`config.mk`:
```
export PLATFORM = sky130hd
export DESIGN_NAME = sram_rdata_align_flat
export DESIGN_NICKNAME = d
export VERILOG_FILES = /design/src/rtl/sram_rdata_align_pkg.sv /design/src/rtl/sram_rdata_align_if.sv /design/src/rtl/sram_rdata_fifo.sv /design/src/rtl/sram_rdata_align.sv /design/src/flat_wrapper.sv
export SDC_FILE = /design/constraint.sdc
export NUM_CORES = 1
export LEC_CHECK = 0
export CAP_MARGIN = 15
export CORE_MARGIN = 1.5
export CORE_UTILIZATION = 48
export DETAILED_ROUTE_END_ITERATION = 8
export GPL_TIMING_DRIVEN = 0
export PLACE_DENSITY = 0.77
export RECOVER_POWER = 50
export SETUP_SLACK_MARGIN = 0.1
export SLEW_MARGIN = 0
export SYNTH_ARGS = -nofsm -noshare
export SYNTH_HDL_FRONTEND = slang
export SYNTH_HIERARCHICAL = 1
export SYNTH_SLANG_ARGS = --single-unit
```
`constraint.sdc`:
```
create_clock -name clk -period 4.5 [get_ports clk]
set_input_delay 0.45 -clock clk [delete_from_list [all_inputs] [get_ports clk]]
set_output_delay 0.45 -clock clk [all_outputs]
set_load 0.005 [all_outputs]
```
`src/rtl/sram_rdata_align_pkg.sv`:
```
// sram_rdata_align_pkg: width-config codes and bundle types shared by
// the SRAM read aligner and the write-side lane mux.
package sram_rdata_align_pkg;

  localparam logic [1:0] CONF_W32  = 2'b00;
  localparam logic [1:0] CONF_W16  = 2'b01;
  localparam logic [1:0] CONF_W8   = 2'b10;
  localparam logic [1:0] CONF_RSVD = 2'b11;

  typedef struct packed {
    logic [1:0] conf;
    logic [1:0] addr_lo;
    logic       sgn;
  } rd_meta_t;

  typedef struct packed {
    logic        err;
    logic [31:0] data;
  } rsp_ent_t;

endpackage

```
`src/rtl/sram_rdata_align_if.sv`:
```
// sram_rdata_align_if: request, SRAM and response signals of the aligner.
// slave = aligner side, master = requester/SRAM/consumer side.
interface sram_rdata_align_if;

  logic        req_valid;
  logic        req_ready;
  logic [1:0]  req_conf;
  logic [1:0]  req_addr_lo;
  logic        req_signed;
  logic        sram_re;
  logic [31:0] sram_dout;
  logic        rsp_valid;
  logic        rsp_ready;
  logic [31:0] rsp_data;
  logic        rsp_err;

  modport slave (
    input  req_valid, req_conf, req_addr_lo, req_signed,
    input  sram_dout, rsp_ready,
    output req_ready, sram_re, rsp_valid, rsp_data, rsp_err
  );

  modport master (
    output req_valid, req_conf, req_addr_lo, req_signed,
    output sram_dout, rsp_ready,
    input  req_ready, sram_re, rsp_valid, rsp_data, rsp_err
  );

endinterface

```
`src/rtl/sram_rdata_fifo.sv`:
```
// sram_rdata_fifo: DEPTH x W synchronous response FIFO.
// push_i/wdata_i write, pop_i reads head; valid_o/rdata_o = head entry.
module sram_rdata_fifo #(
  parameter int DEPTH = 2,
  parameter int W     = 33
) (
  input  logic         clk,
  input  logic         rst,
  input  logic         push_i,
  input  logic [W-1:0] wdata_i,
  input  logic         pop_i,
  output logic         valid_o,
  output logic [W-1:0] rdata_o
);

  localparam int AW = $clog2(DEPTH);

  logic [W-1:0]  mem_q [DEPTH];
  logic [AW-1:0] wr_q, wr_d;
  logic [AW-1:0] rd_q, rd_d;
  logic [AW:0]   cnt_q, cnt_d;

  always_comb begin
    wr_d  = wr_q;
    rd_d  = rd_q;
    cnt_d = cnt_q;
    if (push_i) wr_d = wr_q + 1'b1;
    if (pop_i)  rd_d = rd_q + 1'b1;
    unique case (1'b1)
      (push_i & ~pop_i): cnt_d = cnt_q + 1'b1;
      (pop_i & ~push_i): cnt_d = cnt_q - 1'b1;
      default: ;
    endcase
  end

  always_ff @(posedge clk or posedge rst) begin
    if (rst) begin
      wr_q  <= '0;
      rd_q  <= '0;
      cnt_q <= '0;
    end else begin
      wr_q  <= wr_d;
      rd_q  <= rd_d;
      cnt_q <= cnt_d;
    end
  end

  always_ff @(posedge clk) begin
    if (push_i) mem_q[wr_q] <= wdata_i;
  end

  // Head is forced to zero when empty so idle outputs are clean.
  assign valid_o = (cnt_q != '0);
  assign rdata_o = valid_o ? mem_q[rd_q] : '0;

endmodule

```
`src/rtl/sram_rdata_align.sv`:
```
// sram_rdata_align: SRAM read-side lane aligner with credit-protected FIFO.
// Ports: clk, rst (async, active-high), bus (request/SRAM/response).
module sram_rdata_align
  import sram_rdata_align_pkg::*;
#(
  parameter int SRAM_LAT = 1,
  parameter int DEPTH    = 2
) (
  input logic               clk,
  input logic               rst,
  sram_rdata_align_if.slave bus
);

  localparam int CW = $clog2(DEPTH) + 1;

  logic [CW-1:0]       credits_q, credits_d;
  logic                req_ready;
  logic                accept;
  logic                pop;
  logic [SRAM_LAT-1:0] vld_q;
  rd_meta_t            meta_q [SRAM_LAT];
  rd_meta_t            meta_in;
  rsp_ent_t            cap;
  rsp_ent_t            head;
  logic                head_vld;

  function automatic rsp_ent_t lane_extract(
    input rd_meta_t    m,
    input logic [31:0] d
  );
    rsp_ent_t    r;
    logic [15:0] h;
    logic [7:0]  b;
    h      = m.addr_lo[1] ? d[31:16] : d[15:0];
    b      = d[{m.addr_lo, 3'b000} +: 8];
    r.err  = (m.conf == CONF_RSVD);
    r.data = d;
    unique case (1'b1)
      (m.conf == CONF_W16):
        r.data = {{16{m.sgn & h[15]}}, h};
      (m.conf == CONF_W8):
        r.data = {{24{m.sgn & b[7]}}, b};
      default: ;
    endcase
    return r;
  endfunction

  // Credits only count from the registered counter, so
  // req_ready never depends combinationally on rsp_ready.
  assign req_ready = (credits_q != '0);
  assign accept    = bus.req_valid & req_ready;
  assign pop       = head_vld & bus.rsp_ready;

  assign meta_in.conf    = bus.req_conf;
  assign meta_in.addr_lo = bus.req_addr_lo;
  assign meta_in.sgn     = bus.req_signed;

  always_comb begin
    credits_d = credits_q;
    unique case (1'b1)
      (accept & ~pop): credits_d = credits_q - 1'b1;
      (pop & ~accept): credits_d = credits_q + 1'b1;
      default: ;
    endcase
  end

  always_ff @(posedge clk or posedge rst) begin
    if (rst) begin
      credits_q <= CW'(DEPTH);
    end else begin
      credits_q <= credits_d;
    end
  end

  // Metadata rides alongside the SRAM access latency.
  always_ff @(posedge clk or posedge rst) begin
    if (rst) begin
      vld_q <= '0;
      for (int i = 0; i < SRAM_LAT; i++) begin
        meta_q[i] <= '0;
      end
    end else begin
      vld_q[0]  <= accept;
      meta_q[0] <= meta_in;
      for (int i = 1; i < SRAM_LAT; i++) begin
        vld_q[i]  <= vld_q[i-1];
        meta_q[i] <= meta_q[i-1];
      end
    end
  end

  assign cap = lane_extract(meta_q[SRAM_LAT-1], bus.sram_dout);

  sram_rdata_fifo #(
    .DEPTH (DEPTH),
    .W     ($bits(rsp_ent_t))
  ) u_fifo (
    .clk     (clk),
    .rst     (rst),
    .push_i  (vld_q[SRAM_LAT-1]),
    .wdata_i (cap),
    .pop_i   (pop),
    .valid_o (head_vld),
    .rdata_o (head)
  );

  assign bus.req_ready = req_ready;
  assign bus.sram_re   = accept;
  assign bus.rsp_valid = head_vld;
  assign bus.rsp_data  = head.data;
  assign bus.rsp_err   = head.err;

endmodule
```
`src/flat_wrapper.sv`:
```
// flat-port wrapper written by rule: the top's interface ports become plain ports
module sram_rdata_align_flat import sram_rdata_align_pkg::*;
#(
  parameter int SRAM_LAT = 1,
  parameter int DEPTH    = 2
)
  (clk, rst, bus_req_valid, bus_req_conf, bus_req_addr_lo, bus_req_signed, bus_sram_dout, bus_rsp_ready, bus_req_ready, bus_sram_re, bus_rsp_valid, bus_rsp_data, bus_rsp_err);
  sram_rdata_align_if bus_i ();
  input logic clk;
  input logic rst;
  input wire logic [$bits(bus_i.req_valid)-1:0] bus_req_valid;
  input wire logic [$bits(bus_i.req_conf)-1:0] bus_req_conf;
  input wire logic [$bits(bus_i.req_addr_lo)-1:0] bus_req_addr_lo;
  input wire logic [$bits(bus_i.req_signed)-1:0] bus_req_signed;
  input wire logic [$bits(bus_i.sram_dout)-1:0] bus_sram_dout;
  input wire logic [$bits(bus_i.rsp_ready)-1:0] bus_rsp_ready;
  output wire logic [$bits(bus_i.req_ready)-1:0] bus_req_ready;
  output wire logic [$bits(bus_i.sram_re)-1:0] bus_sram_re;
  output wire logic [$bits(bus_i.rsp_valid)-1:0] bus_rsp_valid;
  output wire logic [$bits(bus_i.rsp_data)-1:0] bus_rsp_data;
  output wire logic [$bits(bus_i.rsp_err)-1:0] bus_rsp_err;
  assign bus_i.req_valid = bus_req_valid;
  assign bus_i.req_conf = bus_req_conf;
  assign bus_i.req_addr_lo = bus_req_addr_lo;
  assign bus_i.req_signed = bus_req_signed;
  assign bus_i.sram_dout = bus_sram_dout;
  assign bus_i.rsp_ready = bus_rsp_ready;
  assign bus_req_ready = bus_i.req_ready;
  assign bus_sram_re = bus_i.sram_re;
  assign bus_rsp_valid = bus_i.rsp_valid;
  assign bus_rsp_data = bus_i.rsp_data;
  assign bus_rsp_err = bus_i.rsp_err;
  sram_rdata_align #(.SRAM_LAT(SRAM_LAT), .DEPTH(DEPTH)) u_core (.clk(clk), .rst(rst), .bus(bus_i));
endmodule
```
==> summary.md, run 1 <==
| Metric | Value |
|---|---|
| Starting density of the core | 49.91% |
| PD cells | 581.3 nW/um2 |
| Clock power share | 19.9% |
| R2r worst-path depth | 1 |
| Total CTS buffers | 9 |
| Slew Limit Fails | 65 |
| Comb pwr share | 41.1% |
| Setup slack, reg-to-reg | 1950 ps |
| Final period utilization | 56.63% |
| Req. time, crit path | 4430 ps |
| Yosys warnings | 6 |
| Die X | 90.31 um |
| Clock-pin slew on the worst setup and hold paths | 80 ps |
| Yosys reg bits | 78 |
| Failing checks | capacitance limit, slew limit |
| Post-synth top area share | 54.17% |
| Crit Path Category | reg2reg |
| Min Tclk post-route | 2548 ps |
| WL/cell | 16.45 um |
| Max-cap violations | 2 |
| Vias post-DR | 2521 |
| CTS tree | yes |
| GP Congestion | 0.8664 |
| Post-Syn Instances | 283 |
| Filler cell count | 572 |
| Largest buffer count on any clock path | 2 |
| Max rail drop VDD | 0.2917 mV |
| Die Y | 90.31 um |
| Vias in the first global route | 2387 |
| Initial antenna violation count | 0 |
| I/O pins | 77 |
| Iter 0 DRT Violations | 261 |
| Drc violations | 0 |
| Post-CTS sizing | 0 |
| CTS Hold Bufs | 0 |
| Met2 WL post-DR | 3729 um |
| Crit start category | register |
| Htree depth | 3 |
| Antenna Cells | 0 |
| Setup-failing EPs final | 0 |
| RSZ-0062 raised after global routing | false |
| Area of the multi-input gates | 1181 um2 |
| # rows | 31 |
| Lkg Pwr | 0.001887 uW |
| Reg-to-reg startpoint | u_core/u_fifo/wr_q$_DFFE_PP0P_ |
| Largest net degree at the start of global routing | 34 |
| WL final | 7797 um |
| Achievable frequency | 0.3924 GHz |
| Pwr Total | 2747 uW |
| CTS Root Cell | clkbuf_8 |
| Antenna violation net count after detailed routing | 0 |
| Reg-to-Reg End | u_core/u_fifo/mem_q[1][11]$_DFFE_PP_ |
| Slowest CP cell | and2_0 |
| Setup TNS | 0 ps |
| Final nets | 417 |
| Worst EP arrival | 2470 ps |
| Met1 Wirelength | 3385 um |
| Yosys top cell by area | edfxtp_1 |
| PortBufs | 76 |
| Flop pwr share | 39.0% |
| Clk_skew | 7.866 ps |
| Outcome | complete, but fails checks |
| Final Hold Violating Endpoints | 0 |
| Yosys cell types | 32 |
| Crit path cell chain | and2_0 |
| Sequential-to-total area share from yosys stat | 62.41% |
| Top Metal Used | met4 |
| Final HPWL DP | 5546 um |
| Cell family with most CP delay | simple AND/OR/NAND/NOR gates |
| Setup Fix Bufs, Post-CTS | 0 |
| Slew @ Worst Pin | 2347 ps |
| Synth top area cells | edfxtp_1 54%, mux2i_1 9.0%, dfrtp_1 7.5%, nor2_1 3.7%, nand2_1 3.4% |
| NetSw | 810.6 uW |
| Crit path capture type | register |
| Area Overhead vs Synth | 29.17% |
| Sequential Area | 2283 um2 |
| DR WL met3 | 553 um |
| Core ar. | 7331 um2 |
| Drt via density | 5.319 |
| Internal power | 1937 uW |
| Max FO, Critical Path | 33 |
| Rel. slew slack | -56.53% |
| Synthesized area | 3659 um2 |
| Bufs and invs on worst path | 0 |
| Worst path max stage delay | 1720 ps |
| Syn_nets | 329 |
| Net Sw Frac | 29.51% |
| Later-pin clock latency in the skew report | 340 ps |
| Layout cells sized above 1 | 10.40% |
| GR Util All Layers | 19.92% |
| Die ar. | 8155 um2 |
| First-pass GRT wire length | 12140 um |
| Drt first pass iters | 5 |
| Type of the tightest min-delay check | in2async |
| Grt ovf | 0 |
| Most frequent cells in the layout | 70 x clkdlybuf4s50_1, 66 x edfxtp_1, 37 x nor2_1 |
| Commonest non-fill, non-tap cell in the layout | clkdlybuf4s50_1 |
| Avg Cell Area, Syn | 12.93 um2 |
| Clock sinks | 78 |
==> cells in the mapped netlist, drive strengths merged <==
master,n
a211o,1
a21o,1
a21oi,16
a32oi,8
and2,3
buf,14
clkbuf,5
dfrtp,11
dfstp,1
edfxtp,66
ha,5
inv,9
mux2,9
mux2i,33
nand2,34
nand3,1
nor2,37
nor2b,9
o21a,1
o21ai,1
o2bb2ai,8
or2,2
xnor2,3
xor2,5
==> logic make-up (layout without fill, tap and decap cells) <==
kind of cell	Yosys count	in the layout	share of synthesized area, %
AOI/OAI and AO/OA	36	36	7.148
adders and majority gates	5	5	1.710
xor gates and xnor gates	8	8	1.915
and+or+nand+nor	86	86	10.02
buffers and inverters	28	120	4.890
DFF	78	78	62.41
muxes	42	42	11.90
==> metrics by stage <==
| step | util [%] | hold WS [ps] | instance area (um2) | worst slack (ps) | instances |
|---|---|---|---|---|---|
| CTS | 65.13 | 306.4 | 4775 | 2157 | 474 |
| global placement | 61.97 | 466.6 | 4543 | 1507 | 458 |
| detailed placement | 62.37 | 478.5 | 4572 | 2444 | 459 |
| finish | 64.46 | 451.4 | 4726 | 1952 | 474 |
| global route | 64.46 | 474.8 | 4726 | 1739 | 474 |
| floorplan | - | 216.1 | 3659 | 2264 | 283 |
==> flip-flops by register name, summed over array words and instances (netlist names) <==
signal / count
u_core/u_fifo/mem_q: 66
u_core/meta_q: 5
u_core/credits_q: 2
u_core/u_fifo/cnt_q: 2
u_core/u_fifo/rd_q: 1
u_core/u_fifo/wr_q: 1
u_core/vld_q: 1
==> final cells by class <==
cell class / instances / area share, %
clock buffers: 10 / 2.701
plain buffers: 19 / 2.886
multi-input cells: 177 / 24.99
inverters: 9 / 0.7149
flip-flops and latches: 78 / 48.32
clock inverters: 5 / 1.589
repair buffers: 77 / 16.18
well taps: 99 / 2.621
==> how the worst max path moves through the flow <==
stage / endpoint / depth (start not counted) / slack, ps / from
final: u_core/u_fifo/mem_q[1][11]$_DFFE_PP_ / 1 / 1950 / u_core/u_fifo/wr_q$_DFFE_PP0P_
after global routing: u_core/u_fifo/mem_q[1][15]$_DFFE_PP_ / 1 / 1740 / u_core/u_fifo/wr_q$_DFFE_PP0P_
after CTS: bus_rsp_data[7] / 4 / 2160 / u_core/u_fifo/cnt_q[0]$_DFFE_PP0P_
after detailed placement: u_core/u_fifo/mem_q[1][14]$_DFFE_PP_ / 5 / 2440 / bus_sram_dout[15]
after global placement: u_core/u_fifo/mem_q[0][7]$_DFFE_PP_ / 2 / 1510 / u_core/vld_q$_DFF_PP0_
after floorplan: u_core/u_fifo/mem_q[0][0]$_DFFE_PP_ / 2 / 2260 / u_core/vld_q$_DFF_PP0_
==> power by group through the flow <==
stage	sequential (uW)	clock, uW	combinational, uW
after global routing	1090	590	1220
after floorplan	1070	0	606
final	1070	547	1130
after global placement	1080	0	1120
after detailed placement	1080	0	1160
after CTS	1070	560	1170
==> routing by layer <==
metal / vias to the layer above / track usage [%]
li1: 1188 / -
met4: 0 / 8.862
met1: 1207 / 26.36
met3: 8 / 4.377
met2: 118 / 31.57
met5: - / 0
Note: power is estimated with default switching activity, not from simulation.
==> run 2, diff against run 1 <==
Settings changed: CORE_UTILIZATION 48 to 46.
Clock period 4.5 ns to 2.1 ns, I/O delays scaled along.
==> run 2 against run 1 <==
Net effect:
- the flow now finishes without violations
- clock power grew 130%
- non-clock buffer count grew 3
- sequential power increased by 110%
- final area grew 4.2%
- worst hold slack worse by 240 ps
- cell count increased by 1.5%
- combinational power increased by 110%
- flip-flop and latch count unchanged
- total power increased by 120%
- first-iteration DRC count shrank 11%
- critical path type unchanged
==> summary.md, run 2 (same netlist as run 1, synthesis figures left out) <==
| Metric | Value |
|---|---|
| I/O pins | 77 (unchanged) |
| First-pass GRT wire length | 12760 um (+5.1%) |
| RSZ-0062 raised after global routing | false |
| Core ar. | 7727 um2 (+5.4%) |
| Drt first pass iters | 5 (unchanged) |
| Setup Slack @ Placement | 95.62 ps (-2348 ps) |
| Max rail drop VDD | 0.6478 mV (+120%) |
| Setup TNS | 0 ps (unchanged) |
| Antenna violation net count after detailed routing | 0 (unchanged) |
| Max FFs per register | 66 (unchanged) |
| Drt via density | 5.204 (-2.2%) |
| Largest Register | u_core/u_fifo/mem_q |
| WL final | 8160 um (+4.7%) |
| PortBufs | 76 (unchanged) |
| Vias in the first global route | 2456 (+2.9%) |
| Worst path max stage delay | 370 ps (-1350 ps) |
| Die ar. | 8497 um2 (+4.2%) |
| Die Y | 92.18 um (+2.1%) |
| Clock sinks | 78 (unchanged) |
| Crit start category | register |
| Total CTS buffers | 9 (unchanged) |
| Later-pin clock latency in the skew report | 350 ps (about the same) |
| Starting density of the core | 47.34% (-2.6 points) |
| Die X | 92.18 um (+2.1%) |
| CTS Hold Bufs | 0 (unchanged) |
| Largest buffer count on any clock path | 2 (unchanged) |
| Clock-pin slew on the worst setup and hold paths | 70 ps (about the same) |
| Commonest non-fill, non-tap cell in the layout | edfxtp_1 |
| Largest net degree at the start of global routing | 34 (unchanged) |
| Final setup margin | 160.0 ps (-1792 ps) |
| Min Tclk post-route | 1940 ps (-608.2 ps) |
| Max FO, Critical Path | 9 (-73%) |
| Type of the tightest min-delay check | in2async |
| Vias post-DR | 2503 (-0.71%) |
| Final period utilization | 92.38% (+36 points) |
| Drc violations | 0 (unchanged) |
| Antenna Cells | 0 (unchanged) |
| Max-cap violations | 0 (-2) |
| Outcome | finished clean |
| Lkg Pwr | 0.002255 uW (+19%) |
| Area Overhead vs Synth | 34.58% |
| CTS tree | yes |
| Grt ovf | 0 (unchanged) |
| # rows | 32 (+3.2%) |
| WL/cell | 16.96 um (+3.1%) |
| Crit path cell chain | inv_1, ha_1, nor2b_2, or2_1, buf_6, a21o_1, buf_4, o2bb2ai_1 |
| Crit path capture type | register |
| Iter 0 DRT Violations | 231 (-11%) |
| Setup-failing EPs final | 0 (unchanged) |
| GP Congestion | 0.8354 (-3.6%) |
| Final HPWL DP | 5718 um (+3.1%) |
| Slew Limit Fails | 0 (-100%) |
| Achievable frequency | 0.5155 GHz (+31%) |
| GR Util All Layers | 20.42% (+0.50 points) |
| Final nets | 420 (+0.72%) |
| Top Registers | u_core/u_fifo/mem_q x66, u_core/meta_q x5 |
| Initial antenna violation count | 0 (unchanged) |
| Clk_skew | 8.459 ps (+0.5932 ps) |
| Layout cells sized above 1 | 15.57% (+5.2 points) |
| Slew @ Worst Pin | 913.6 ps (-1433 ps) |
| CTS Root Cell | clkbuf_8 |
| Most frequent cells in the layout | 66 x edfxtp_1, 42 x clkdlybuf4s50_1, 35 x nor2_1 |
| PD cells | 1209 nW/um2 (+110%) |
| Htree depth | 3 (unchanged) |
| Crit Path Category | reg2reg |
| Worst EP arrival | 2020 ps (-450 ps) |
| Slowest CP cell | dfrtp_1 |
| Req. time, crit path | 2180 ps (-2250 ps) |
| Rel. slew slack | 39.09% (+96 points) |
| Final Hold Violating Endpoints | 0 (unchanged) |
[run 2: final cells by class]
cell class | instances | area [um2]
Sequential cell | 78 | 2283
Inverter | 9 | 33.78
Tap cell | 102 | 127.6
Fill cell | 601 | 2804
Multi-Input combinational cell | 177 | 1236
Timing Repair Buffer | 80 | 852.1
Clock inverter | 4 | 70.07
Buffer | 19 | 165.2
Clock buffer | 12 | 155.1
[run 2: worst paths after layout]
path	from	endpoint	slack, ps	cells after the start
setup / recovery	u_core/meta_q[3]$_DFF_PP0_	u_core/u_fifo/mem_q[1][5]$_DFFE_PP_	160	8
hold / removal	rst	u_core/u_fifo/rd_q$_DFFE_PP0P_	210	2
setup reg to reg	u_core/meta_q[3]$_DFF_PP0_	u_core/u_fifo/mem_q[1][5]$_DFFE_PP_	160	8
hold reg to reg	u_core/vld_q$_DFF_PP0_	u_core/u_fifo/wr_q$_DFFE_PP0P_	490	1
max in group asynchronous	rst	u_core/credits_q[1]$_DFFE_PP1P_	1560	2
min in group clk	bus_req_conf[1]	u_core/meta_q[4]$_DFF_PP0_	410	1
[run 2: timing repair]
item	CTS	global route
pin swaps	1	3
cloned	0	0
endpoints found under the setup margin	41	58
setup buffers	0	3
resized for setup	3	47
[run 2: metrics by stage]
stage | util (%) | hold WS (ps) | instance area [um2] | cells | power [uW]
6_report | 63.71 | 207.2 | 4923 | 481 | 5954
5_1_grt | 63.71 | 223.1 | 4923 | 481 | 6308
4_1_cts | 62.21 | 72.16 | 4807 | 478 | 6052
3_5_place_dp | 59.21 | 447.8 | 4576 | 462 | 4807
3_3_place_gp | 58.87 | 440.0 | 4549 | 461 | 4719
2_1_floorplan | - | -23.92 | 3661 | 283 | 3593
[run 2: report_power, final]
group	internal, uW	total (uW)	switching (uW)
sequential	2160	2300	139
clock	731	1250	515
combinational	1290	2410	1110
total	4190	5950	1770
[run 2: routing by layer]
| metal | global-route usage, % | wire (um) | part of all wire [%] |
|---|---|---|---|
| met5 | 0 | 0 | 0 |
| met4 | 8.462 | 96 | 1.2 |
| met3 | 3.897 | 570 | 7.0 |
| met2 | 33.15 | 4137 | 51 |
| met1 | 26.89 | 3356 | 41 |
[run 2: critical path, delay by kind of cell (launching register included)]
family | cells | cell delay (ps)
compound gates | 2 | 320
fa+ha+maj | 1 | 200
buf+inv | 3 | 390
flops | 1 | 370
simple gates | 2 | 390
